[config.mk]
export PLATFORM = sky130hd
export DESIGN_NAME = vga_embarcacoes_ctrl
export DESIGN_NICKNAME = d
export VERILOG_FILES = /design/src/rtl/vga_embarcacoes_ctrl.sv
export SDC_FILE = /design/constraint.sdc
export NUM_CORES = 1
export LEC_CHECK = 0
export BUFFER_PORTS_ARGS = -buffer_cell sky130_fd_sc_hd__buf_4
export CAP_MARGIN = 0
export CORE_UTILIZATION = 55
export CTS_BUF_LIST = sky130_fd_sc_hd__clkbuf_8 sky130_fd_sc_hd__clkbuf_16
export DETAILED_ROUTE_END_ITERATION = 16
export GPL_ROUTABILITY_DRIVEN = 0
export PLACE_DENSITY_LB_ADDON = 0.3
export SLEW_MARGIN = 10
export SYNTH_ARGS = -nofsm -noshare
export SYNTH_HDL_FRONTEND = slang
export SYNTH_SLANG_ARGS = --single-unit
[constraint.sdc]
create_clock -name clk -period 3 [get_ports clk]
set_clock_uncertainty 0.1 [all_clocks]
set_input_delay 0.15 -clock clk [delete_from_list [all_inputs] [get_ports clk]]
set_output_delay 0.15 -clock clk [all_outputs]
set_load 0.01 [all_outputs]
[src/rtl/vga_embarcacoes_ctrl.sv]
// vga_embarcacoes_ctrl
// Frame-synchronous ship controller. Game logic writes position and
// visibility updates through a req/ack handshake into shadow registers.
// These are copied into the renderer-facing active registers only at the
// start of vertical blanking, so a ship never tears mid-frame. The block
// also merges the five renderer colours with a fixed priority, where the
// lowest ship index wins, into one registered RGB.
// Optional feature: define VGA_CTRL_BLINK_EN to let one ship blink with a
// half-period of BLINK_FRAMES frames.
module vga_embarcacoes_ctrl #(
    parameter int H_ACTIVE     = 640,
    parameter int V_ACTIVE     = 480,
    parameter int BLINK_FRAMES = 16
) (
    input  logic         clk,
    input  logic         rst_n,
    input  logic         areaAtiva,
    input  logic [9:0]   linha,
    input  logic [9:0]   coluna,
    input  logic         upd_req,
    input  logic [2:0]   upd_id,
    input  logic [63:0]  upd_pos,
    input  logic         upd_vis,
    output logic         upd_ack,
    input  logic [2:0]   blink_id,
    input  logic [14:0]  ship_rgb,
    output logic [319:0] pos_all,
    output logic [4:0]   vis,
    output logic [4:0]   pending,
    output logic         frame_start,
    output logic         rgb_r,
    output logic         rgb_g,
    output logic         rgb_b
);

    localparam logic [9:0] V_COMMIT = 10'(V_ACTIVE);

    typedef enum logic [1:0] {IDLE, ACK, HOLD} state_t;

    state_t       state_q;
    logic         upd_ack_q;
    logic [63:0]  shadow_q [5];
    logic [4:0]   shadow_vis_q;
    logic [4:0]   pending_q;
    logic [319:0] pos_all_q;
    logic [4:0]   vis_q;
    logic         frame_start_q;
    logic [2:0]   rgb_q;
    logic [2:0]   pixel_d;
    logic [4:0]   capture_d;
    logic [4:0]   blank;
    logic         commit;
    logic         unused_cfg;

    // The commit point is the first pixel of the first blanking line
    assign commit = (linha == V_COMMIT) && (coluna == 10'd0);

    // Select which shadow slot a request in IDLE writes; ids 5..7 write nothing
    always_comb begin
        capture_d = 5'b00000;
        if (state_q == IDLE && upd_req) begin
            for (int i = 0; i < 5; i++) begin
                if (upd_id == 3'(i)) capture_d[i] = 1'b1;
            end
        end
    end

    // Handshake FSM: capture in IDLE, acknowledge for one cycle, then wait for the request to drop
    always_ff @(posedge clk or negedge rst_n) begin
        if (!rst_n) begin
            state_q   <= IDLE;
            upd_ack_q <= 1'b0;
        end else begin
            case (state_q)
                IDLE: begin
                    upd_ack_q <= 1'b0;
                    if (upd_req) begin
                        state_q   <= ACK;
                        upd_ack_q <= 1'b1;
                    end
                end
                ACK: begin
                    state_q   <= HOLD;
                    upd_ack_q <= 1'b0;
                end
                HOLD: begin
                    upd_ack_q <= 1'b0;
                    if (!upd_req) state_q <= IDLE;
                end
                default: begin
                    state_q   <= IDLE;
                    upd_ack_q <= 1'b0;
                end
            endcase
        end
    end

    // Shadow storage. A capture that lands on the commit cycle re-arms pending, so it goes out next frame
    always_ff @(posedge clk or negedge rst_n) begin
        if (!rst_n) begin
            for (int i = 0; i < 5; i++) shadow_q[i] <= 64'd0;
            shadow_vis_q <= 5'b00000;
            pending_q    <= 5'b00000;
        end else begin
            for (int i = 0; i < 5; i++) begin
                if (capture_d[i]) begin
                    shadow_q[i]     <= upd_pos;
                    shadow_vis_q[i] <= upd_vis;
                end
            end
            pending_q <= (commit ? 5'b00000 : pending_q) | capture_d;
        end
    end

    // Copy pending shadows into the active set at the commit point; this reads shadow values from before any same-cycle capture
    always_ff @(posedge clk or negedge rst_n) begin
        if (!rst_n) begin
            pos_all_q     <= '0;
            vis_q         <= 5'b00000;
            frame_start_q <= 1'b0;
        end else begin
            frame_start_q <= commit;
            if (commit) begin
                for (int i = 0; i < 5; i++) begin
                    if (pending_q[i]) begin
                        pos_all_q[64*i +: 64] <= shadow_q[i];
                        vis_q[i]              <= shadow_vis_q[i];
                    end
                end
            end
        end
    end

`ifdef VGA_CTRL_BLINK_EN
    localparam logic [7:0] BLINK_LAST = 8'(BLINK_FRAMES - 1);

    logic [7:0] frame_cnt_q;
    logic       blink_phase_q;

    // Count frames and flip the blink phase every BLINK_FRAMES frames
    always_ff @(posedge clk or negedge rst_n) begin
        if (!rst_n) begin
            frame_cnt_q   <= 8'd0;
            blink_phase_q <= 1'b0;
        end else if (frame_start_q) begin
            if (frame_cnt_q == BLINK_LAST) begin
                frame_cnt_q   <= 8'd0;
                blink_phase_q <= ~blink_phase_q;
            end else begin
                frame_cnt_q <= frame_cnt_q + 8'd1;
            end
        end
    end

    // During the off phase hide the selected ship; ids 5..7 match no ship
    always_comb begin
        blank = 5'b00000;
        if (blink_phase_q) begin
            for (int i = 0; i < 5; i++) begin
                if (blink_id == 3'(i)) blank[i] = 1'b1;
            end
        end
    end

    assign unused_cfg = H_ACTIVE[0];
`else
    assign blank      = 5'b00000;
    assign unused_cfg = ^{blink_id, H_ACTIVE[0], BLINK_FRAMES[0]};
`endif

    // Priority merge: scan from the highest index down so that the lowest eligible ship wins
    always_comb begin
        pixel_d = 3'b000;
        for (int i = 4; i >= 0; i--) begin
            if (vis_q[i] && (|ship_rgb[3*i +: 3]) && areaAtiva && !blank[i]) begin
                pixel_d = ship_rgb[3*i +: 3];
            end
        end
    end

    // Register the merged colour for the sync stage
    always_ff @(posedge clk or negedge rst_n) begin
        if (!rst_n) rgb_q <= 3'b000;
        else        rgb_q <= pixel_d;
    end

    assign upd_ack     = upd_ack_q;
    assign pos_all     = pos_all_q;
    assign vis         = vis_q;
    assign pending     = pending_q;
    assign frame_start = frame_start_q;
    assign rgb_r       = rgb_q[2];
    assign rgb_g       = rgb_q[1];
    assign rgb_b       = rgb_q[0];

endmodule

==> results.tsv, run 1 <==
stage	metric	value	unit
logic_synthesis	top post-synthesis cells by count	662 x dfrtp_1, 400 x mux2_2, 158 x mux2_1	
logic_synthesis	Synth Instances	1444	
pwr	PwrDens	745	nW/um2
drt	Total Wirelength	61.1	mm
logic_synthesis	largest area contributor in the netlist	dfrtp_1	
logic_synthesis	count of flip-flops with a built-in enable after synthesis	0	
critical_path	worst-path fanout max	6	
timing	Final Max Tran Viols	0	
timing	Final Cycle Share	96.3	%
floorplanning	I/O pins	445	
clocking	clock latency at the later pin of the worst-skew pair	580	ps
placed_design	pre-CTS setup slack	367	ps
critical_path	worst r2r dst	rgb_q[2]$_DFF_PN0_	
placed_design	Placed Instances	2442	
timing	post-route worst setup slack	110	ps
timing	Slew @ Worst Pin	1180	ps
cells_and_area	Fill cells	2721	
pwr	total power	24.2	mW
clocking	total CTS buffers	68	
timing	post-layout min period	2890	ps
clocking	CTS HTree Levels	3	
cells_and_area	P&R area growth vs syn	29.1	%
critical_path	CP Capture Type	flop	
logic_synthesis	Synth top area share	65.9	%
timing	Final Hold Viols	0	
run_status	run status	completed	
timing	Slew HR	21.1	%
critical_path	CP most frequent cell	dlygate4sd3_1	
critical_path	crit-path cells	dlygate4sd3_1 -> buf_4 -> o311ai_0 -> o21ai_0 -> or4_1 -> nand3_1 -> dlygate4sd3_1	
drt	antenna viol nets, final	0	
timing	post-route setup TNS	0	ps
cells_and_area	Layout Utilization	72.6	%
critical_path	worst path arrival time	3310	ps
critical_path	CP max-delay cell	o311ai_0	
global_routing	grt total ovfl	0	
clocking	Reg clk slew, reported paths	60	ps
critical_path	Crit Path Class	in -> reg	
drt	total number of vias	14553	
logic_synthesis	syn nets	1554	
critical_path	Max stage delay on crit path	840	ps
logic_synthesis	most frequent cell after synthesis	dfrtp_1	
drt	# DRC	0	
clocking	Post-CTS Hold Buffers	80	
cells_and_area	Non-Filler Instances	2645	
logic_synthesis	fraction of the yosys area taken by sequential cells	65.9	%
logic_synthesis	Post-synth ARST share	100	%
drt	Wirelength per Cell	23.1	um
worst_hold_path	hold crit path type	in -> async	
placed_design	Post-DP HPWL	39.1	mm
logic_synthesis	ranking of synthesized cells by area	dfrtp_1 66%, mux2_2 18%, mux2_1 7.1%, mux2_4 5.5%, buf_6 1.3%	
global_routing	first-pass GRT wire length	94.9	mm
pwr	Leak Pwr	16.8	nW
critical_path	Reg2Reg Depth	5	
timing	highest clock rate	346	MHz
drt	initial DRC count	715	
clocking	clk buf depth	3	
logic_synthesis	Netlist cell types	37	
floorplanning	core box area	44700	um2
floorplanning	die height	216	um
run	MaxCap Viol Count	0	
critical_path	CP startpoint kind	input pin	
logic_synthesis	Netlist Area Pre-Place	25200	um2
clocking	post-cts sizing count	0	
floorplanning	cell row count	77	
global_routing	initial antenna violation count	2	
clocking	clk root buf	clkbuf_16	
logic_synthesis	register bit total from synthesis	662	
logic_synthesis	Most used DFF post-synth	dfrtp_1	
cells_and_area	Register Area	16600	um2
drt	total iterations of the first detailed-routing run	4	
global_routing	GRT Overall Usage	26.7	%
timing	endpoints failing setup	0	
global_routing	vias in the first global route	15863	
clocking	Clock Sinks	662	
floorplanning	Die W	216	um
cells_and_area	Nets	2110	
logic_synthesis	mean post-synth cell area	17.4	um2
timing	unrepaired setup endpoints after global routing	false	
pwr	Peak VDD IR	518	uV
placed_design	port bufs	441	
floorplanning	Die ar.	46600	um2
cells_and_area	multi-input gate area in the final layout	8120	um2
critical_path	R2R Setup Slk	460	ps
critical_path	Reg-to-Reg Start	vis[0]$_DFFE_PN0P_	
global_routing	largest net degree at the start of global routing	100	
clocking	Post-CTS Setup Bufs	0	
clocking	TritonCTS clock tree	done	
floorplanning	Initial Util	56.3	%
critical_path	Req. time, crit path	3420	ps
drt	via/cell ratio	5.50	
logic_synthesis	Synthesis Warnings	0	
cells_and_area	layout cells sized above 1	53.2	%
-- worst max path at each step --
stage                                 from                   endpoint  cells after the start
floorplan           state_q[0]$_DFFE_PN0P_  shadow_q[100]$_DFFE_PN0P_                      5
global placement                  linha[9]   pos_all[319]$_DFFE_PN0P_                      6
detailed placement                linha[9]   pos_all[291]$_DFFE_PN0P_                      6
CTS                            ship_rgb[1]         rgb_q[1]$_DFF_PN0_                      7
global route                   ship_rgb[1]         rgb_q[1]$_DFF_PN0_                      7
finish                         ship_rgb[1]         rgb_q[1]$_DFF_PN0_                      7
-- critical path: cells and delay by family --
kind                   cells  cell delay [ps]
AO/OA/AOI/OAI              2             1190
buffers and inverters      3             1240
AND/OR/NAND/NOR            2              720
-- layout by cell type (no fill, tap or decap), drive strengths merged, types with 3 or more instances in the layout --
| cell | count |
|---|---|
| o21ai | 3 |
| or4 | 3 |
| mux2 | 650 |
| dlygate4sd3 | 80 |
| buf | 477 |
| and3 | 5 |
| a21oi | 3 |
| nand3 | 8 |
| bufinv | 8 |
| nand2 | 8 |
| clkinv | 9 |
| inv | 14 |
| clkbuf | 90 |
| nor2 | 3 |
| dfrtp | 662 |
-- cell families (layout without fill, tap and decap cells) --
logic type	count (synthesis)	in the layout	synth area share [%]
mux	651	651	30.5
other cells	0	2	0
buf+inv	73	680	2.12
compound gates	20	20	0.582
simple gates	38	38	0.915
flops	662	662	65.9
-- through the flow --
| stage | hold WS, ps | area, um2 |
|---|---|---|
| 2_1_floorplan | -246 | 25200 |
| 3_3_place_gp | 76.8 | 29200 |
| 3_5_place_dp | 83.3 | 29200 |
| 4_1_cts | 48.0 | 32500 |
| 5_1_grt | 92.7 | 32500 |
| 6_report | 66.4 | 32500 |
-- final cells by class --
cell class	count	share of cell area, %
clock inverter	31	1.08
inverter	2	0.0231
multi-input combinational	709	25.0
sequential	662	51.0
timing repair buffer	557	14.2
tap	592	2.28
clock buffer	90	6.35
antenna	2	0.0154
-- sequential cells by signal, summed over array words and instances, names as in the netlist --
signal and count:
shadow_q 320, pending 5, frame_start 1, rgb_q 3, upd_ack 1, pos_all 320
state_q 2, vis 5, shadow_vis_q 5
-- routing by layer --
metal | global-route usage [%] | vias to the layer above | part of all wire, % | routed length (um)
li1 | - | 6261 | - | -
met1 | 34.8 | 7753 | 41 | 25200
met2 | 43.6 | 431 | 49 | 30100
met3 | 6.72 | 108 | 6.4 | 3930
met4 | 9.98 | 0 | 3.1 | 1870
met5 | 0 | - | 0 | 0
-- power breakdown --
group	total [mW]	internal, mW	switching [mW]
Combinational	3.00	1.95	1.06
Sequential	12.3	11.2	1.16
Clock	8.86	5.50	3.36
Note: power is estimated with default switching activity, not from simulation.
==> run 2: changes to the inputs <==
Settings changed: CORE_UTILIZATION 55 to 50.
==> results.tsv, run 2 (synthesis results as in run 1) <==
stage	metric	value	unit	change
timing	unrepaired setup endpoints after global routing	false		unchanged
placed_design	pre-CTS setup slack	477	ps	was 367 ps
critical_path	crit-path cells	dlygate4sd3_1 -> buf_4 -> o311ai_0 -> buf_4 -> nand2_1 -> o21ai_0 -> dlygate4sd3_1 -> o31ai_1 -> dlygate4sd3_1		was dlygate4sd3_1 -> buf_4 -> o311ai_0 -> o21ai_0 -> or4_1 -> nand3_1 -> dlygate4sd3_1
cells_and_area	Fill cells	3431		was 2721
pwr	PwrDens	733	nW/um2	was 745 nW/um2
floorplanning	Die W	226	um	was 216 um
critical_path	Reg-to-Reg Start	vis[0]$_DFFE_PN0P_		unchanged
critical_path	CP startpoint kind	input pin		unchanged
timing	Final Cycle Share	84.9	%	was 96.3%
timing	post-route setup TNS	0	ps	unchanged
drt	Wirelength per Cell	22.4	um	was 23.1 um
cells_and_area	P&R area growth vs syn	29.0	%	was 29.1%
clocking	total CTS buffers	68		unchanged
critical_path	Top Family by Delay on Critical Path	buffers and inverters		unchanged
critical_path	CP Buf/Inv Count	5		was 3
critical_path	Max stage delay on crit path	590	ps	was 840 ps
clocking	clk root buf	clkbuf_16		unchanged
drt	total iterations of the first detailed-routing run	4		unchanged
timing	Final Hold Viols	0		unchanged
global_routing	initial antenna violation count	1		was 2
floorplanning	cell row count	81		was 77
drt	total number of vias	14357		was 14553
cells_and_area	Nets	2112		was 2110
drt	# DRC	0		unchanged
floorplanning	core box area	49300	um2	was 44700 um2
critical_path	CP startpoint	ship_rgb[1]		unchanged
drt	initial DRC count	618		was 715
critical_path	worst-path fanout max	5		was 6
timing	highest clock rate	393	MHz	was 346 MHz
timing	endpoints failing setup	0		unchanged
cells_and_area	most frequent cells in the layout	662 x dfrtp_1, 460 x buf_4, 400 x mux2_2		was 662 x dfrtp_1, 458 x buf_4, 400 x mux2_2
timing	Slew @ Worst Pin	885	ps	was 1180 ps
global_routing	GRT Overall Usage	24.4	%	was 26.7%
clocking	TritonCTS clock tree	done		unchanged
drt	antenna viol nets, final	0		unchanged
drt	via/cell ratio	5.29		was 5.50
floorplanning	I/O pins	445		unchanged
clocking	CTS HTree Levels	3		unchanged
critical_path	Crit Path Class	in -> reg		unchanged
placed_design	Post-DP HPWL	38.5	mm	was 39.1 mm
pwr	Leak Pwr	16.7	nW	was 16.8 nW
timing	Slew HR	40.3	%	was 21.1%
timing	Final Max Tran Viols	0		unchanged
critical_path	CP Capture Type	flop		unchanged
critical_path	Req. time, crit path	3370	ps	was 3420 ps
clocking	Post-CTS Setup Bufs	0		unchanged
clocking	Reg clk slew, reported paths	60	ps	about the same
critical_path	CP max-delay cell	dlygate4sd3_1		was o311ai_0
pwr	Peak VDD IR	605	uV	was 518 uV
clocking	Clock Sinks	662		unchanged
placed_design	port bufs	441		unchanged
worst_hold_path	hold crit path type	in -> async		unchanged
critical_path	worst path arrival time	2920	ps	was 3310 ps
timing	post-layout min period	2550	ps	was 2890 ps
cells_and_area	layout cells sized above 1	53.3	%	was 53.2%
floorplanning	Die ar.	51200	um2	was 46600 um2
clocking	clock latency at the later pin of the worst-skew pair	600	ps	was 580 ps
global_routing	grt total ovfl	0		unchanged
run_status	run status	completed		unchanged
cells_and_area	most common cell after layout, fill and taps aside	dfrtp_1		unchanged
global_routing	vias in the first global route	15884		was 15863
clocking	clk buf depth	3		unchanged
floorplanning	Initial Util	51.1	%	was 56.3%
timing	post-route worst setup slack	452	ps	was 110 ps
global_routing	first-pass GRT wire length	94.0	mm	was 94.9 mm
floorplanning	die height	226	um	was 216 um
run	MaxCap Viol Count	0		unchanged
drt	Total Wirelength	60.9	mm	was 61.1 mm
critical_path	CP most frequent cell	dlygate4sd3_1		unchanged
global_routing	largest net degree at the start of global routing	84		was 100
run 2: cell count changes in the layout (fill, tap and decap cells not counted):
cell       change
bufinv_16      -4
diode_2        -1
inv_8          +1
clkinv_8       +1
buf_4          +2
clkbuf_16      -3
inv_6          +3
clkinv_2       +1
inv_1          -3
clkbuf_8       +2
run 2: repair_timing:
item | 4_1_cts | 5_1_grt
hold endpoints to repair | 628 | 0
resized for setup | 0 | 0
hold buffers | 80 | 0
run 2: path summary, 6_finish.rpt:
path | slack (ps) | end | depth (start not counted)
max | 450 | rgb_q[2]$_DFF_PN0_ | 9
min | 50 | pos_all[285]$_DFFE_PN0P_ | 2
max reg2reg | 570 | rgb_q[2]$_DFF_PN0_ | 6
min reg2reg | 380 | pos_all[292]$_DFFE_PN0P_ | 1
max in group asynchronous | 1710 | shadow_q[9]$_DFFE_PN0P_ | 4
min in group clk | 80 | frame_start$_DFF_PN0_ | 5
run 2: final cells by class:
type                    count  area [um2]  share of cell area, %
clock buffers              89        2010                   6.20
multi-input cells         709        8120                   25.0
repair buffers            559        4630                   14.3
diodes                      1        2.50                0.00771
well taps                 664         831                   2.56
inverters                   2        7.51                 0.0231
flip-flops and latches    662       16600                   51.1
clock inverters            30         278                  0.856
run 2: power breakdown:
part           internal [mW]  leakage [nW]  switching, mW
sequential              11.2          8.63           1.12
clock                   5.07          1.17           3.45
combinational           1.95          6.91           1.03
run 2: worst reg2reg max path, cell delays in order (launching register included):
cell           delay, ps
dfrtp_1              430
o311ai_0             230
buf_4                210
o21ai_0              130
dlygate4sd3_1        570
o31ai_1               70
dlygate4sd3_1        580
run 2: routing by layer:
layer  share of wire, %  global-route usage, %  vias up  routed length (um)
met3                6.5                   6.91      101                3950
met5                  0                      0        -                   0
met1                 41                   31.4     7610               25100
met4                2.5                   7.35        0                1550
met2                 50                   40.2      376               30300
li1                   -                      -     6270                   -
run 2: per-stage QoR:
step	std cells	utilization (%)	hold slack (ps)	area [um2]	total power [mW]
2_1_floorplan	1444	-	-246	25200	14.2
3_3_place_gp	2516	59.6	87.8	29400	15.0
3_5_place_dp	2516	59.6	94.0	29400	15.3
4_1_cts	2715	65.9	41.5	32400	24.0
5_1_grt	2716	65.9	74.7	32400	24.9
6_report	2716	65.9	45.7	32400	23.8
==> run 3: changes to the inputs <==
Settings changed: ABC_AREA from default to 1.
Clock period 3 ns to 2.54 ns, I/O delays scaled along.
==> results.tsv, run 3 <==
stage	metric	value	unit	change
run_status	run status	completed		unchanged
cells_and_area	most common cell after layout, fill and taps aside	nand2_1		was dfrtp_1
timing	Final Cycle Share	95.7	%	
clocking	Post-CTS Setup Bufs	0		unchanged
floorplanning	Initial Util	50.9	%	was 51.1%
critical_path	worst-path fanout max	4		was 5
cells_and_area	layout cells sized above 1	18.8	%	was 53.3%
timing	Final Max Tran Viols	0		unchanged
logic_synthesis	Netlist Area Pre-Place	25000	um2	was 25200 um2
drt	Wirelength per Cell	17.4	um	was 22.4 um
logic_synthesis	Post-synth ARST share	100	%	unchanged
logic_synthesis	top post-synthesis cells by count	687 x nand2_1, 662 x dfrtp_1, 415 x inv_1		was 662 x dfrtp_1, 400 x mux2_2, 158 x mux2_1
placed_design	Placed Instances	3607		was 2516
global_routing	GRT Overall Usage	26.2	%	was 24.4%
global_routing	grt total ovfl	0		unchanged
timing	Final Hold Viols	0		unchanged
logic_synthesis	ranking of synthesized cells by area	dfrtp_1 66%, nand2_1 10%, o21ai_1 6.8%, o21ai_0 6.3%, inv_1 6.2%		was dfrtp_1 66%, mux2_2 18%, mux2_1 7.1%, mux2_4 5.5%, buf_6 1.3%
floorplanning	cell row count	81		unchanged
critical_path	worst path arrival time	2790	ps	was 2920 ps
drt	via/cell ratio	5.08		was 5.29
cells_and_area	P&R area growth vs syn	27.9	%	was 29.0%
pwr	total power	27.3	mW	was 23.8 mW
logic_synthesis	syn nets	2714		was 1554
timing	endpoints failing setup	0		unchanged
drt	antenna viol nets, final	0		unchanged
logic_synthesis	Synthesis Warnings	0		unchanged
logic_synthesis	count of flip-flops with a built-in enable after synthesis	0		unchanged
clocking	clock latency at the later pin of the worst-skew pair	590	ps	was 600 ps
drt	Total Wirelength	66.1	mm	was 60.9 mm
timing	post-layout min period	2430	ps	
cells_and_area	Nets	3207		was 2112
clocking	clk root buf	clkbuf_16		unchanged
floorplanning	Die ar.	50900	um2	was 51200 um2
global_routing	vias in the first global route	19240		was 15884
global_routing	first-pass GRT wire length	103	mm	was 94.0 mm
run	MaxCap Viol Count	0		unchanged
critical_path	CP Capture Type	flop		unchanged
critical_path	CP startpoint kind	flop		was input pin
floorplanning	Die W	226	um	about the same
cells_and_area	Non-Filler Instances	3809		was 2716
clocking	CTS HTree Levels	3		unchanged
logic_synthesis	Netlist cell types	21		was 37
drt	total number of vias	19346		was 14357
critical_path	Crit Path Class	reg -> reg		was in -> reg
clocking	TritonCTS clock tree	done		unchanged
floorplanning	die height	226	um	about the same
logic_synthesis	largest area contributor in the netlist	dfrtp_1		unchanged
timing	highest clock rate	411	MHz	
pwr	Leak Pwr	16.5	nW	was 16.7 nW
worst_hold_path	hold crit path type	in -> reg		was in -> async
timing	Slew HR	46.2	%	was 40.3%
timing	unrepaired setup endpoints after global routing	false		unchanged
clocking	total CTS buffers	66		was 68
critical_path	Req. time, crit path	2900	ps	was 3370 ps
logic_synthesis	register bit total from synthesis	662		unchanged
logic_synthesis	Most used DFF post-synth	dfrtp_1		unchanged
cells_and_area	antenna diode count	0		was 1
logic_synthesis	fraction of the yosys area taken by sequential cells	66.2	%	was 65.9%
logic_synthesis	Synth top area share	66.2	%	was 65.9%
timing	WHS	45.0	ps	was 45.7 ps
clocking	Reg clk slew, reported paths	60	ps	about the same
pwr	PwrDens	854	nW/um2	was 733 nW/um2
placed_design	Post-DP HPWL	41.4	mm	was 38.5 mm
logic_synthesis	Synth Instances	2604		was 1444
drt	total iterations of the first detailed-routing run	6		was 4
floorplanning	I/O pins	445		unchanged
logic_synthesis	mean post-synth cell area	9.60	um2	was 17.4 um2
clocking	Clock Sinks	662		unchanged
timing	Slew @ Worst Pin	806	ps	was 885 ps
logic_synthesis	most frequent cell after synthesis	nand2_1		was dfrtp_1
floorplanning	core box area	49200	um2	was 49300 um2
global_routing	initial antenna violation count	0		was 1
drt	# DRC	0		unchanged
clocking	clk buf depth	3		unchanged
global_routing	largest net degree at the start of global routing	132		was 84
cells_and_area	most frequent cells in the layout	684 x nand2_1, 662 x dfrtp_1, 458 x buf_4		was 662 x dfrtp_1, 460 x buf_4, 400 x mux2_2
placed_design	port bufs	441		unchanged
drt	initial DRC count	1570		was 618
pwr	Peak VDD IR	601	uV	was 605 uV
timing	post-route setup TNS	0	ps	unchanged
-- run 3: cell count changes in the layout (fill, tap and decap cells not counted), moves of 92 or more --
cell / before / now
nand2_1: 7 / 684
inv_1: 10 / 434
mux2_2: 400 / 0
o21ai_1: 0 / 342
o21ai_0: 3 / 314
mux2_1: 158 / 0
mux2_4: 92 / 0
-- run 3: path summary, 6_finish.rpt --
path | from | end | slack (ps) | depth (start not counted)
hold / removal | linha[5] | frame_start$_DFF_PN0_ | 40 | 4
setup reg to reg | vis[0]$_DFFE_PN0P_ | rgb_q[2]$_DFF_PN0_ | 110 | 7
max in group asynchronous | rst_n | pos_all[261]$_DFFE_PN0P_ | 590 | 4
setup / recovery | vis[0]$_DFFE_PN0P_ | rgb_q[2]$_DFF_PN0_ | 110 | 7
min in group asynchronous | rst_n | pos_all[130]$_DFFE_PN0P_ | 540 | 3
hold reg to reg | shadow_q[311]$_DFFE_PN0P_ | shadow_q[311]$_DFFE_PN0P_ | 380 | 2
-- run 3: critical path: stages (launching register included) --
cell and delay (ps):
dfrtp_1 400, nand2_1 90, a31oi_1 320, inv_1 140
nor2_1 100, dlygate4sd3_1 560, a21oi_1 40, dlygate4sd3_1 560
-- run 3: where the power goes --
group | internal (mW) | total (mW) | leakage, nW | switching [mW]
Combinational | 1.53 | 3.70 | 6.60 | 2.18
Clock | 5.47 | 9.44 | 1.12 | 3.97
Sequential | 12.9 | 14.2 | 8.80 | 1.28
-- run 3: cells by family after synthesis --
logic type             synth area share, %
and+or+nand+nor                       11.3
buffers and inverters                 9.21
AOI/OAI and AO/OA                     13.3
DFF                                   66.2
-- run 3: layout make-up --
type                    instances  area (um2)
clock buffers                  76        1800
clock inverters                40         294
fillers                      3735       17200
inverters                     415        1560
multi-input cells            1387        6220
flip-flops and latches        662       16600
well taps                     664         831
repair buffers                565        4710
-- run 3: routing by layer --
layer  GRT usage [%]  share of wire [%]  up-vias
li1                -                  -     9096
met1            33.7                 41     9412
met2            42.0                 47      688
met3            6.56                8.0      150
met4            12.2                4.0        0
met5               0                  0        -
-- run 3: through the flow --
| step | util [%] | instance area [um2] | setup slack, ps |
|---|---|---|---|
| 2_1_floorplan | - | 25000 | 1050 |
| 3_3_place_gp | 59.0 | 29000 | 470 |
| 3_5_place_dp | 59.0 | 29000 | 429 |
| 4_1_cts | 65.1 | 32000 | 150 |
| 5_1_grt | 65.1 | 32000 | 7.22 |
| 6_report | 65.1 | 32000 | 108 |
-- run 3: repair_timing --
| item | 4_1_cts | 5_1_grt |
|---|---|---|
| endpoints found under the setup margin | 0 | 117 |
| hold buffers | 86 | 0 |
| gates resized for setup | 0 | 1 |
| endpoints found under the hold margin | 877 | 0 |
